File: src/rtl/key_event_queue_if.sv
// Keycode/vsync inputs and presented-event outputs of the key event queue.
interface key_event_queue_if #(
   parameter int unsigned FIFO_DEPTH = 4
);
   localparam int unsigned CNT_W = $clog2(FIFO_DEPTH + 1);

   logic [7:0]       keycode_in;
   logic             vs;
   logic [7:0]       key_out;
   logic             key_valid;
   logic [CNT_W-1:0] fifo_count;
   logic             overflow;

   modport master (
      output keycode_in, vs,
      input  key_out, key_valid, fifo_count, overflow
   );

   modport slave (
      input  keycode_in, vs,
      output key_out, key_valid, fifo_count, overflow
   );
endinterface

File: src/rtl/key_event_queue.sv
// Synchronises, filters and debounces game keycodes, queues one event per press
// and presents queued events to the game block one vsync frame at a time.
module key_event_queue #(
   parameter int unsigned DEBOUNCE_CYCLES = 250000,
   parameter int unsigned FIFO_DEPTH      = 4,
   parameter int unsigned HOLD_FRAMES     = 1
) (
   input logic              pixel_clk,
   input logic              Reset_n,
   key_event_queue_if.slave bus
);
   localparam int unsigned DB_W   = $clog2(DEBOUNCE_CYCLES);
   localparam int unsigned PTR_W  = $clog2(FIFO_DEPTH);
   localparam int unsigned CNT_W  = $clog2(FIFO_DEPTH + 1);
   localparam int unsigned HOLD_W = $clog2(HOLD_FRAMES + 1);

   localparam logic [DB_W-1:0]   DB_MAX    = DB_W'(DEBOUNCE_CYCLES - 1);
   localparam logic [CNT_W-1:0]  CNT_FULL  = CNT_W'(FIFO_DEPTH);
   localparam logic [HOLD_W-1:0] HOLD_INIT = HOLD_W'(HOLD_FRAMES);

   typedef enum logic {ST_IDLE, ST_PRESENT} state_e;

   logic [7:0]        kc_s1_q, kc_s2_q;
   logic              vs_s1_q, vs_s2_q, vs_s3_q;
   logic [7:0]        cand_q, cand_d;
   logic [DB_W-1:0]   db_cnt_q, db_cnt_d;
   logic [7:0]        stable_q, stable_d;
   logic [7:0]        mem_q [FIFO_DEPTH];
   logic [PTR_W-1:0]  wr_ptr_q, rd_ptr_q;
   logic [CNT_W-1:0]  count_q, count_d;
   logic              ovf_q, ovf_d;
   state_e            state_q, state_d;
   logic [HOLD_W-1:0] hold_q, hold_d;
   logic [7:0]        key_out_q, key_out_d;
   logic              key_valid_q, key_valid_d;

   logic [7:0] filt_c;
   logic [7:0] head_c;
   logic       vs_rise_c, push_c, pop_c, wr_en_c, empty_c, full_c;

   // Only the five game keys survive; anything else reads as a release.
   always_comb begin
      filt_c = 8'h00;
      case (kc_s2_q)
         8'h07, 8'h09, 8'h2C, 8'h0D, 8'h0E: filt_c = kc_s2_q;
         default:                           filt_c = 8'h00;
      endcase
   end

   always_comb begin
      cand_d   = cand_q;
      db_cnt_d = db_cnt_q;
      stable_d = stable_q;
      if (filt_c != cand_q) begin
         cand_d   = filt_c;
         db_cnt_d = '0;
      end else begin
         if (db_cnt_q != DB_MAX) db_cnt_d = db_cnt_q + DB_W'(1);
         if (db_cnt_q == DB_MAX) stable_d = cand_q;
      end
   end

   // A press is a change of the stable code to a new nonzero key.
   assign push_c    = (stable_d != stable_q) && (stable_d != 8'h00);
   assign vs_rise_c = vs_s2_q && !vs_s3_q;
   assign empty_c   = (count_q == '0);
   assign full_c    = (count_q == CNT_FULL);
   assign wr_en_c   = push_c && (!full_c || pop_c);
   assign head_c    = mem_q[rd_ptr_q];

   always_comb begin
      count_d = count_q;
      if (wr_en_c && !pop_c)      count_d = count_q + CNT_W'(1);
      else if (!wr_en_c && pop_c) count_d = count_q - CNT_W'(1);
      ovf_d = ovf_q || (push_c && full_c && !pop_c);
   end

   // Presenter: next-state and registered output values.
   always_comb begin
      state_d     = state_q;
      hold_d      = hold_q;
      key_out_d   = key_out_q;
      key_valid_d = key_valid_q;
      pop_c       = 1'b0;
      case (state_q)
         ST_IDLE: begin
            if (vs_rise_c && !empty_c) begin
               pop_c       = 1'b1;
               key_out_d   = head_c;
               key_valid_d = 1'b1;
               hold_d      = HOLD_INIT;
               state_d     = ST_PRESENT;
            end
         end
         ST_PRESENT: begin
            if (vs_rise_c) begin
               if (hold_q > HOLD_W'(1)) begin
                  hold_d = hold_q - HOLD_W'(1);
               end else if (!empty_c) begin
                  pop_c     = 1'b1;
                  key_out_d = head_c;
                  hold_d    = HOLD_INIT;
               end else begin
                  key_out_d   = 8'h00;
                  key_valid_d = 1'b0;
                  hold_d      = '0;
                  state_d     = ST_IDLE;
               end
            end
         end
         default: state_d = ST_IDLE;
      endcase
   end

   always_ff @(posedge pixel_clk or negedge Reset_n) begin
      if (!Reset_n) begin
         kc_s1_q  <= 8'h00;
         kc_s2_q  <= 8'h00;
         vs_s1_q  <= 1'b0;
         vs_s2_q  <= 1'b0;
         vs_s3_q  <= 1'b0;
         cand_q   <= 8'h00;
         db_cnt_q <= '0;
         stable_q <= 8'h00;
      end else begin
         kc_s1_q  <= bus.keycode_in;
         kc_s2_q  <= kc_s1_q;
         vs_s1_q  <= bus.vs;
         vs_s2_q  <= vs_s1_q;
         vs_s3_q  <= vs_s2_q;
         cand_q   <= cand_d;
         db_cnt_q <= db_cnt_d;
         stable_q <= stable_d;
      end
   end

   always_ff @(posedge pixel_clk or negedge Reset_n) begin
      if (!Reset_n) begin
         for (int unsigned i = 0; i < FIFO_DEPTH; i++) mem_q[i] <= 8'h00;
         wr_ptr_q <= '0;
         rd_ptr_q <= '0;
         count_q  <= '0;
         ovf_q    <= 1'b0;
      end else begin
         if (wr_en_c) begin
            mem_q[wr_ptr_q] <= stable_d;
            wr_ptr_q        <= wr_ptr_q + PTR_W'(1);
         end
         if (pop_c) rd_ptr_q <= rd_ptr_q + PTR_W'(1);
         count_q <= count_d;
         ovf_q   <= ovf_d;
      end
   end

   always_ff @(posedge pixel_clk or negedge Reset_n) begin
      if (!Reset_n) begin
         state_q     <= ST_IDLE;
         hold_q      <= '0;
         key_out_q   <= 8'h00;
         key_valid_q <= 1'b0;
      end else begin
         state_q     <= state_d;
         hold_q      <= hold_d;
         key_out_q   <= key_out_d;
         key_valid_q <= key_valid_d;
      end
   end

   assign bus.key_out    = key_out_q;
   assign bus.key_valid  = key_valid_q;
   assign bus.fifo_count = count_q;
   assign bus.overflow   = ovf_q;

endmodule

File: src/flat_wrapper.sv
// flat-port wrapper written by rule: the top's interface ports become plain ports
module key_event_queue_flat 
#(
   parameter int unsigned DEBOUNCE_CYCLES = 250000,
   parameter int unsigned FIFO_DEPTH      = 4,
   parameter int unsigned HOLD_FRAMES     = 1
)
  (pixel_clk, Reset_n, bus_keycode_in, bus_vs, bus_key_out, bus_key_valid, bus_fifo_count, bus_overflow);
  key_event_queue_if #(.FIFO_DEPTH(FIFO_DEPTH)) bus_i ();
  input logic pixel_clk;
  input logic Reset_n;
  input wire logic [$bits(bus_i.keycode_in)-1:0] bus_keycode_in;
  input wire logic [$bits(bus_i.vs)-1:0] bus_vs;
  output wire logic [$bits(bus_i.key_out)-1:0] bus_key_out;
  output wire logic [$bits(bus_i.key_valid)-1:0] bus_key_valid;
  output wire logic [$bits(bus_i.fifo_count)-1:0] bus_fifo_count;
  output wire logic [$bits(bus_i.overflow)-1:0] bus_overflow;
  assign bus_i.keycode_in = bus_keycode_in;
  assign bus_i.vs = bus_vs;
  assign bus_key_out = bus_i.key_out;
  assign bus_key_valid = bus_i.key_valid;
  assign bus_fifo_count = bus_i.fifo_count;
  assign bus_overflow = bus_i.overflow;
  key_event_queue #(.DEBOUNCE_CYCLES(DEBOUNCE_CYCLES), .FIFO_DEPTH(FIFO_DEPTH), .HOLD_FRAMES(HOLD_FRAMES)) u_core (.pixel_clk(pixel_clk), .Reset_n(Reset_n), .bus(bus_i));
endmodule
File: config.mk
export PLATFORM = sky130hd
export DESIGN_NAME = key_event_queue_flat
export DESIGN_NICKNAME = d
export VERILOG_FILES = /design/src/rtl/key_event_queue_if.sv /design/src/rtl/key_event_queue.sv /design/src/flat_wrapper.sv
export SDC_FILE = /design/constraint.sdc
export NUM_CORES = 1
export LEC_CHECK = 0
export BUFFER_PORTS_ARGS = -buffer_cell sky130_fd_sc_hd__buf_2
export CAP_MARGIN = 40
export CORE_ASPECT_RATIO = 0.5
export CORE_UTILIZATION = 45
export CTS_CLUSTER_SIZE = 24
export DETAILED_ROUTE_END_ITERATION = 10
export GPL_TIMING_DRIVEN = 0
export SETUP_SLACK_MARGIN = 0.2
export SYNTH_ARGS = -nofsm -noshare
export SYNTH_HDL_FRONTEND = slang
export SYNTH_SLANG_ARGS = --single-unit
File: constraint.sdc
create_clock -name pixel_clk -period 8.5 [get_ports pixel_clk]
set_input_delay 1.7 -clock pixel_clk [delete_from_list [all_inputs] [get_ports pixel_clk]]
set_output_delay 1.7 -clock pixel_clk [all_outputs]
set_load 0.05 [all_outputs]
==> results_dict.tcl, run 1 <==
set metrics [dict create \
    ir_drop_uv 116 \
    clock_latency_ns 0.34 \
    gp_congestion 0.783 \
    fp.dieW_um 144 \
    fin_crit_ns 3.26 \
    synthCells 355 \
    power.leakage_nw 2.47 \
    drv_cap 0 \
    comb_power_share_pct 2.8 \
    numCtsBuffers 9 \
    hold_viol_final 0 \
    cts_setup_buffers 0 \
    synth_cell_type_count 53 \
    ys_seq_area_share_pct 57.0 \
    critPathKind "flop to flop" \
    die_area_um2 10500 \
    cts.sinks 103 \
    grt_pass1_wl_mm 14.2 \
    dr.max_layer_used "met4" \
    worst-slew-pin-transition_ns 0.814 \
    timing.fmax_ghz 0.306 \
    p_sw_w 0.000212 \
    ys_ff_latch 103 \
    clockBufferDepth 2 \
    drive_gt1_share_pct 23.7 \
    htree_levels 3 \
    nets 410 \
    post-place-ws_ns 5.25 \
    total_power_w 0.000920 \
    timing.max_slew.rel_slack_pct 45.7 \
    portBuffers 23 \
    seqPwrFrac_pct 54.2 \
    dp_hpwl_mm 5.85 \
    start_util_pct 47.1 \
    ios 24 \
    drc_errors 0 \
    diodes 0 \
    grt_util_all_layers_pct 18.0 \
    finalSetupViolCount 0 \
    synth.avg_cell_area_um2 12.7 \
    grt_pass1_vias 2835 \
    crit_arrival_ns 3.49 \
    wire_per_inst_um 15.4 \
    postCtsResizedCells 0 \
    powerDensity_nw_per_um2 180 \
    cp_max_fo 6 \
    clkPwrFrac_pct 43.0 \
    grt_max_degree 66 \
    cts-root-buf "clkbuf_16" \
    viasPerCell 5.21 \
    wl_met2_mm 3.90 \
    async_flop_share_pct 100 \
    n_fill_cell 842 \
    met3_length_um 280 \
    clkTransAtPathRegs_ns 0.07 \
    first_iter_violations 123 \
    internal-power_w 0.000708 \
    finalMaxSlewViolations 0 \
    firstDrtPassIters 4 \
    setup_ws_ns 5.24 \
    crit_required_ns 8.73 \
    fin_tns_setup_ns 0 \
    synth_area_um2 4520 \
    fin_crit_sh_pct 38.4 \
    rows 25 \
    swShare_pct 23.0 \
    rsz0062_at_grt "false" \
    start_kind "flop" \
    whs_ns 0.351 \
    ys.flop_type "dfrtp_1" \
    hold_path_class "flop to flop" \
    grt_overflow 0 \
    critPathCaptureType "flop" \
    wl_met1_mm 3.90 \
    cts_hold_buf 0 \
    via_count 2770 \
    fp.coreArea_um2 9600 \
    routed_wl_mm 8.17 \
    areaGrowthSynthToFinish_pct 13.3 \
    clock-skew-final_ns 0.00730 \
    die_y_um 72.9 \
    yosys_warnings 0 \
    run_status "completed" \
    final_antenna_net_count 0 \
    synth_edf_count 0 \
    cts_tree "built" \
    antenna_found_initial 0 \
]
-- critical path, cell delays in order (launching register included) --
cell and delay [ns]:
dfrtp_1 0.43, or4_4 0.56, or3_4 0.43, nor4_4 0.38, nor4_1 0.12, and4_4 0.25, ha_1 0.22, inv_1 0.07
fa_1 0.41, mux2_2 0.28
-- worst paths after layout --
path	from	endpoint	cells after the start	slack [ns]
max	u_core.db_cnt_q[8]	u_core.bus.fifo_count[1]	9	5.24
min	u_core.kc_s1_q[1]	u_core.kc_s2_q[1]	0	0.35
max reg2reg	u_core.db_cnt_q[8]	u_core.bus.fifo_count[1]	9	5.24
min reg2reg	u_core.kc_s1_q[1]	u_core.kc_s2_q[1]	0	0.35
max in group asynchronous	Reset_n	u_core.mem_q[17]	2	6.37
min in group asynchronous	Reset_n	u_core.db_cnt_q[10]	1	1.45
-- stage by stage --
stage	cell area (um^2)	std cells	utilization (%)
6_report	5120	532	53.3
5_1_grt	5120	532	53.3
4_1_cts	5120	532	53.3
3_5_place_dp	4830	516	50.3
3_3_place_gp	4810	515	50.1
2_1_floorplan	4530	357	-
-- cell families (layout without fill, tap and decap cells) --
group / after synthesis / after routing / synth area share, %
buffers and inverters: 24 / 64 / 2.19
AND/OR/NAND/NOR: 123 / 123 / 16.0
multiplexers: 37 / 37 / 11.5
flip-flops: 103 / 103 / 57.0
adder cells (fa/ha/maj): 7 / 7 / 2.10
AO/OA/AOI/OAI: 31 / 31 / 5.43
other: 1 / 3 / 0.0830
XOR/XNOR: 29 / 29 / 5.62
-- sequential cells by signal (all words and copies together), names as in the netlist, 3 cells and up, named ones only --
| name | flops |
|---|---|
| u_core.kc_s2_q | 8 |
| u_core.stable_q | 8 |
| u_core.mem_q | 32 |
| u_core.bus.fifo_count | 3 |
| u_core.kc_s1_q | 8 |
| u_core.bus.key_out | 8 |
| u_core.cand_q | 8 |
| u_core.db_cnt_q | 18 |
-- cell type report --
type	count	area [um^2]	area share [%]
Sequential cell	103	2580	50.3
Clock inverter	7	62.6	1.22
Buffer	13	57.6	1.12
Clock buffer	9	225	4.40
Multi-Input combinational cell	230	1850	36.2
Timing Repair Buffer	24	138	2.69
Inverter	11	41.3	0.806
Tap cell	135	169	3.30
-- cells in the final DEF (no fill, tap or decap), types with 2 or more instances in the layout --
cell,netlist,layout
conb_1,1,3
nor3b_1,2,2
clkinv_4,0,2
inv_1,11,11
xnor2_1,15,15
nand4_1,5,5
a21oi_1,4,4
nand3_1,10,10
inv_6,0,2
and3_1,8,8
nor2b_1,2,2
o21ai_0,2,2
buf_1,2,2
mux2_2,27,27
nand4_2,4,4
o31ai_1,4,4
inv_8,0,2
mux4_2,8,8
xor2_1,14,14
a22o_1,9,9
nand2b_1,3,3
clkbuf_1,9,9
or2_2,2,2
nor2_1,27,27
nor4_1,4,4
buf_2,1,23
a21boi_0,4,4
nor3_1,8,8
ha_1,6,6
nand2_1,18,18
clkbuf_16,0,9
dfrtp_1,103,103
and2_1,14,14
nand3b_1,2,2
and3_2,2,2
or3_1,3,3
-- power groups by stage --
stage	clock network [W]	logic (W)	registers, W
after global placement	0	0.0000239	0.000508
after global routing	0.000430	0.0000298	0.000499
after detailed placement	0	0.0000266	0.000508
after floorplan	0	0.0000108	0.000507
final	0.000396	0.0000256	0.000499
after CTS	0.000405	0.0000266	0.000499
-- cells in the mapped netlist (5+ instances only) --
master / number / share of area, %
nand2_1: 18 / 1.5
ha_1: 6 / 1.7
dfrtp_1: 103 / 57
mux4_2: 8 / 4.0
xnor2_1: 15 / 2.9
nand3_1: 10 / 1.1
nor3_1: 8 / 0.89
clkbuf_1: 9 / 0.75
a22o_1: 9 / 1.7
mux2_2: 27 / 6.7
nor2_1: 27 / 2.2
and3_1: 8 / 1.1
nand4_1: 5 / 0.69
and2_1: 14 / 1.9
xor2_1: 14 / 2.7
inv_1: 11 / 0.91
-- metal layers --
layer	global-route usage, %	up-vias
li1	-	1320
met1	23.7	1405
met2	29.4	36
met3	5.18	9
met4	4.96	0
met5	0	-
(Power assumes the default switching activity.)
==> inputs of run 2 (changes only) <==
- ABC_AREA: unset -> 1
- clock period: 8.5 -> 2.8 ns (I/O delays scaled with it)
==> results_dict.tcl, run 2 <==
set metrics [dict create \
    drc_errors 0 \
    synthXorXnorAreaFrac_pct 2.34 \
    final_cell_mix "nand2_1 (138), dfrtp_1 (99), inv_1 (68), nor2_1 (43), nand3_1 (31)" \
    yosysTopAreaCell "dfrtp_1" \
    synth_cell_type_count 41 \
    numCtsBuffers 9 \
    largest_reg_flops 32 \
    synth.avg_cell_area_um2 8.69 \
    yosysTopAreaCellShare_pct 53.1 \
    fp.dieW_um 149 \
    via_count 3724 \
    fp.coreArea_um2 10300 \
    diodes 0 \
    violations "negative setup slack" \
    setup_ws_ns -0.390 \
    ys.flop_type "dfrtp_1" \
    synth_most_common_cell "nand2_1" \
    ys_seq_area_share_pct 53.1 \
    ios 24 \
    final_antenna_net_count 0 \
    instances_no_fill 761 \
    antenna_found_initial 0 \
    portBuffers 23 \
    ir_drop_uv 506 \
    layout_commonest_cell "nand2_1" \
    yosys_warnings 0 \
    n_fill_cell 941 \
    hold_path_class "input pin to asynchronous set/reset pin" \
    grt_pass1_wl_mm 17.4 \
    cts_tree "built" \
    hold_viol_final 0 \
    fin_crit_ns 3.19 \
    placed_cells 725 \
    dp_hpwl_mm 6.71 \
    fin_util_pct 56.8 \
    synth_area_um2 4860 \
    grt_overflow 0 \
    critPathCaptureType "flop" \
    synth_edf_count 0 \
    synthAdderAreaFrac_pct 1.96 \
    synthCells 559 \
    start_kind "flop" \
    areaGrowthSynthToFinish_pct 21.0 \
    timing.fmax_ghz 0.314 \
    critPathKind "flop to flop" \
    synth_top_family_by_area "simple AND/OR/NAND/NOR gates" \
    die_y_um 75.5 \
    start_util_pct 46.9 \
    post-route-cell-area_um2 5870 \
    cts-root-buf "clkbuf_16" \
    drive_gt1_share_pct 22.5 \
    clock_latency_ns 0.35 \
    place_area_um2 5240 \
    cts_hold_buf 0 \
    yosys.area_share.simple_pct 28.4 \
    finalMaxSlewViolations 0 \
    grt_util_all_layers_pct 20.4 \
    clock-skew-final_ns 0.0101 \
    cts.sinks 103 \
    rsz0062_at_grt "true" \
    fin_crit_sh_pct 114 \
    run_status "complete, but fails checks" \
    top_regs "u_core.mem_q x32, u_core.db_cnt_q x18" \
    yosys-mux-area-fraction_pct 0.644 \
    clockBufferDepth 2 \
    drv_cap 0 \
    netlist_top_cells_area "dfrtp_1 (53%), nand2_1 (11%), inv_1 (5.6%), nor2_1 (3.9%), nand3_1 (3.6%)" \
    largest_register "u_core.mem_q" \
    crit_required_ns 3.03 \
    powerDensity_nw_per_um2 832 \
    grt_max_degree 58 \
    htree_levels 3 \
    gp_congestion 0.814 \
    async_flop_share_pct 100 \
    wire_per_inst_um 13.5 \
    cp_max_fo 8 \
    firstDrtPassIters 4 \
    rows 26 \
    grt_pass1_vias 3574 \
    routed_wl_mm 10.3 \
    crit_arrival_ns 3.42 \
    viasPerCell 4.89 \
    power.leakage_nw 2.89 \
    clkTransAtPathRegs_ns 0.07 \
    synth_top_cells_by_count "nand2_1 (148), dfrtp_1 (103), inv_1 (73), nor2_1 (50), nand3_1 (35)" \
    ys_ff_latch 103 \
    finalSetupViolCount 2 \
    post-place-ws_ns -0.757 \
    first_iter_violations 150 \
    nets 634 \
    synth-compound-area-share_pct 6.49 \
    worst-slew-pin-transition_ns 0.651 \
    timing.max_slew.rel_slack_pct 56.4 \
    die_area_um2 11200 \
]
## run 2: worst paths after layout
check	cells after the start	slack, ns	from	to
setup / recovery	19	-0.39	u_core.db_cnt_q[1]	u_core.bus.fifo_count[1]
hold / removal	1	0.24	Reset_n	u_core.kc_s1_q[4]
setup reg to reg	19	-0.39	u_core.db_cnt_q[1]	u_core.bus.fifo_count[1]
hold reg to reg	0	0.35	u_core.kc_s1_q[7]	u_core.kc_s2_q[7]
max in group asynchronous	2	1.87	Reset_n	u_core.kc_s2_q[1]
min in group pixel_clk	1	0.31	bus_vs	u_core.vs_s1_q
## run 2: cell type report
cell class / count / area, um^2 / area share (%)
plain buffers: 10 / 71.3 / 1.21
multi-input cells: 374 / 2150 / 36.6
clock buffers: 9 / 225 / 3.83
inverters: 75 / 287 / 4.88
clock inverters: 7 / 78.8 / 1.34
repair buffers: 43 / 303 / 5.15
well taps: 140 / 175 / 2.98
flip-flops and latches: 103 / 2580 / 44.0
## run 2: cells by family (layout without fill, tap and decap cells)
family | count (synthesis) | after routing
AND/OR/NAND/NOR | 291 | 292
flip-flops | 103 | 103
buffers and inverters | 85 | 144
AO/OA/AOI/OAI | 56 | 56
XOR/XNOR | 13 | 13
adder cells (fa/ha/maj) | 7 | 7
multiplexers | 3 | 3
other | 1 | 3
## run 2: through the flow
stage / hold WS (ns) / TNS, ns / power [W]
after floorplan: 0.264 / -0.607 / 0.00308
after global routing: 0.276 / -7.72 / 0.00521
after detailed placement: 0.336 / -1.64 / 0.00349
final: 0.235 / -0.773 / 0.00489
after CTS: 0.256 / -0.779 / 0.00487
after global placement: 0.335 / -3.81 / 0.00347
## run 2: worst max-delay path, stage by stage, from the launching register on
cell     delay (ns)
dfrtp_1        0.39
ha_4           0.16
inv_2          0.03
nor2_2         0.12
nand3_2        0.10
nor3_2         0.19
nand2_2        0.18
buf_8          0.19
mux2i_2        0.15
buf_4          0.14
nand3_1        0.08
o21ai_2        0.07
nor2_2         0.12
nand3_4        0.11
nand3_4        0.11
inv_4          0.05
ha_4           0.15
inv_4          0.05
fa_2           0.41
mux2_4         0.27
## run 2: per-layer routing
metal / global-route usage (%) / up-vias / wire length [um]
li1: - / 1896 / -
met1: 28.2 / 1772 / 5160
met2: 32.2 / 48 / 4650
met3: 4.85 / 8 / 320
met4: 6.92 / 0 / 128
met5: 0 / - / 0
## run 2: report_power, final
part	internal [W]	total, W	switching, W
Clock	0.000705	0.00129	0.000585
Sequential	0.00176	0.00193	0.000175
Combinational	0.000548	0.00167	0.00112
## run 2: repair_timing
| action | CTS | global route |
|---|---|---|
| pin swaps | 17 | 19 |
| resized for setup | 32 | 23 |
| endpoints found under the hold margin | 0 | 0 |
| endpoints found under the setup margin | 39 | 40 |
| buffers inserted | 15 | 3 |
| cloned | 2 | 0 |
==> inputs of run 3 (changes only) <==
- REMOVE_ABC_BUFFERS: unset -> 1
==> results_dict.tcl, run 3 (synthesis results as in run 2) <==
set metrics [dict create \
    htree_levels 3 \
    die_y_um 75.5 \
    clock_latency_ns 0.35 \
    crit_required_ns 3.04 \
    largest_reg_flops 32 \
    viasPerCell 4.87 \
    cts_tree "built" \
    start_kind "flop" \
    hold_path_class "input pin to asynchronous set/reset pin" \
    n_fill_cell 953 \
    timing.fmax_ghz 0.314 \
    dp_hpwl_mm 6.36 \
    crit_family "simple AND/OR/NAND/NOR gates" \
    crit_end "u_core.bus.fifo_count[1]" \
    crit_start "u_core.kc_s2_q[1]" \
    firstDrtPassIters 4 \
    grt_max_degree 67 \
    start_util_pct 46.9 \
    cts-root-buf "clkbuf_16" \
    cp_common_cell "nor2_2" \
    worst-path-stages 18 \
    power.leakage_nw 2.95 \
    largest_register "u_core.mem_q" \
    run_status "complete, but fails checks" \
    cp_max_fo 5 \
    critPathCaptureType "flop" \
    wire_per_inst_um 13.3 \
    layout_commonest_cell "nand2_1" \
    setup_ws_ns -0.388 \
    place_area_um2 5120 \
    crit_arrival_ns 3.43 \
    critPathBufInv 3 \
    fin_crit_ns 3.19 \
    powerDensity_nw_per_um2 811 \
    drc_errors 0 \
    finalSetupViolCount 2 \
    critPathSlowestCell "dfrtp_2" \
    clockBufferDepth 2 \
    fp.dieW_um 149 \
    grt_overflow 0 \
    violations "negative setup slack" \
    grtUsageMet3_pct 5.03 \
    cpPeakStageDelay_ns 0.45 \
    total_power_w 0.00476 \
    final_cell_mix "nand2_1 (139), dfrtp_1 (101), inv_1 (69), nor2_1 (43), nand3_1 (34)" \
    hold_viol_final 0 \
    ios 24 \
    grt_use_met1_pct 26.4 \
    fin_tns_setup_ns -0.730 \
    clock-skew-final_ns 0.0124 \
    worstRegToRegCells 18 \
    top_regs "u_core.mem_q x32, u_core.db_cnt_q x18" \
    use_met2_pct 33.5 \
    timing.rr.start "u_core.kc_s2_q[1]" \
    portBuffers 23 \
    worst-slew-pin-transition_ns 0.706 \
    fp.coreArea_um2 10300 \
    antenna_found_initial 0 \
    via_count 3722 \
    diodes 0 \
    routed_wl_mm 10.1 \
    finalMaxSlewViolations 0 \
    rows 26 \
    die_area_um2 11200 \
    final_antenna_net_count 0 \
    grt_busiest_layer "met2" \
    post-route-cell-area_um2 5880 \
    grt_pass1_wl_mm 17.1 \
    critPathKind "flop to flop" \
    cts.sinks 103 \
    crit_chain "nor2_2 > nand4_1 > xor2_2 > nor2_2 > nand3_2 > nor2_4 > buf_6 > nand2_2 > o21ai_2 > nand2_1 > nor2_2 > nand2_4 > nand3_4 > inv_4 > ha_4 > inv_2 > fa_2 > mux2_4" \
    first_iter_violations 149 \
    fin_crit_sh_pct 114 \
    rrSetupSlack_ns -0.39 \
    gp_congestion 0.818 \
    timing.max_slew.rel_slack_pct 52.8 \
    grt_pass1_vias 3581 \
    numCtsBuffers 9 \
    nets 637 \
    rsz0062_at_grt "true" \
    grt_util_all_layers_pct 19.9 \
    drive_gt1_share_pct 22.9 \
    timing.rr.end "u_core.bus.fifo_count[1]" \
    areaGrowthSynthToFinish_pct 21.0 \
    drv_cap 0 \
    clkTransAtPathRegs_ns 0.08 \
    ir_drop_uv 455 \
]
==> run 3: changes by cell type in the layout (fill, tap and decap cells not counted), sizes merged <==
cell and change:
nor2 -1, buf +7, nand2 +2, bufinv -1
clkbuf -5, nand3 +1
==> run 3: layer usage <==
metal | vias to the layer above | part of all wire, % | routed length, um
met5 | - | 0 | 0
met4 | 0 | 0.92 | 93
met3 | 11 | 2.7 | 272
met2 | 35 | 46 | 4620
met1 | 1770 | 51 | 5140
li1 | 1906 | - | -
==> run 3: worst min-delay path by stage <==
stage                      start                         end  cells past startpoint
2_1_floorplan            Reset_n  asynchronous set/reset pin                      0
3_3_place_gp   u_core.kc_s1_q[0]           u_core.kc_s2_q[0]                      0
3_5_place_dp   u_core.kc_s1_q[5]           u_core.kc_s2_q[5]                      0
4_1_cts                  Reset_n         u_core.db_cnt_q[17]                      1
5_1_grt                  Reset_n          u_core.db_cnt_q[7]                      1
6_report                 Reset_n           u_core.kc_s2_q[0]                      1
==> run 3: area by class of cell <==
cell class                      count  area (um^2)  area share [%]
Clock inverter                      6         65.1            1.11
Tap cell                          140          175            2.98
Clock buffer                       10          229            3.90
Multi-Input combinational cell    376         2150            36.5
Timing Repair Buffer               54          393            6.69
Inverter                           75          287            4.88
Sequential cell                   103         2580            43.9
==> run 3: repair_timing <==
| action | in CTS | in global routing |
|---|---|---|
| endpoints found under the setup margin | 44 | 40 |
| pin swaps | 17 | 16 |
| hold buffers | 0 | 0 |
| endpoints found under the hold margin | 0 | 0 |
| buffers inserted | 24 | 5 |
| gates cloned | 4 | 0 |
| gates resized for setup | 52 | 20 |
==> run 3: power by group <==
| part | switching [W] | internal [W] |
|---|---|---|
| logic | 0.00102 | 0.000521 |
| registers | 0.000228 | 0.00176 |
| clock network | 0.000608 | 0.000631 |
==> run 3: through the flow <==
step                util, %  cells  setup slack [ns]  hold slack, ns
global route           56.8    764            -0.614           0.222
floorplan                 -    551            -0.538           0.264
detailed placement     49.5    715             -1.12           0.335
CTS                    55.8    759            -0.470           0.202
finish                 56.8    764            -0.388           0.196
global placement       49.2    714             -1.08           0.332
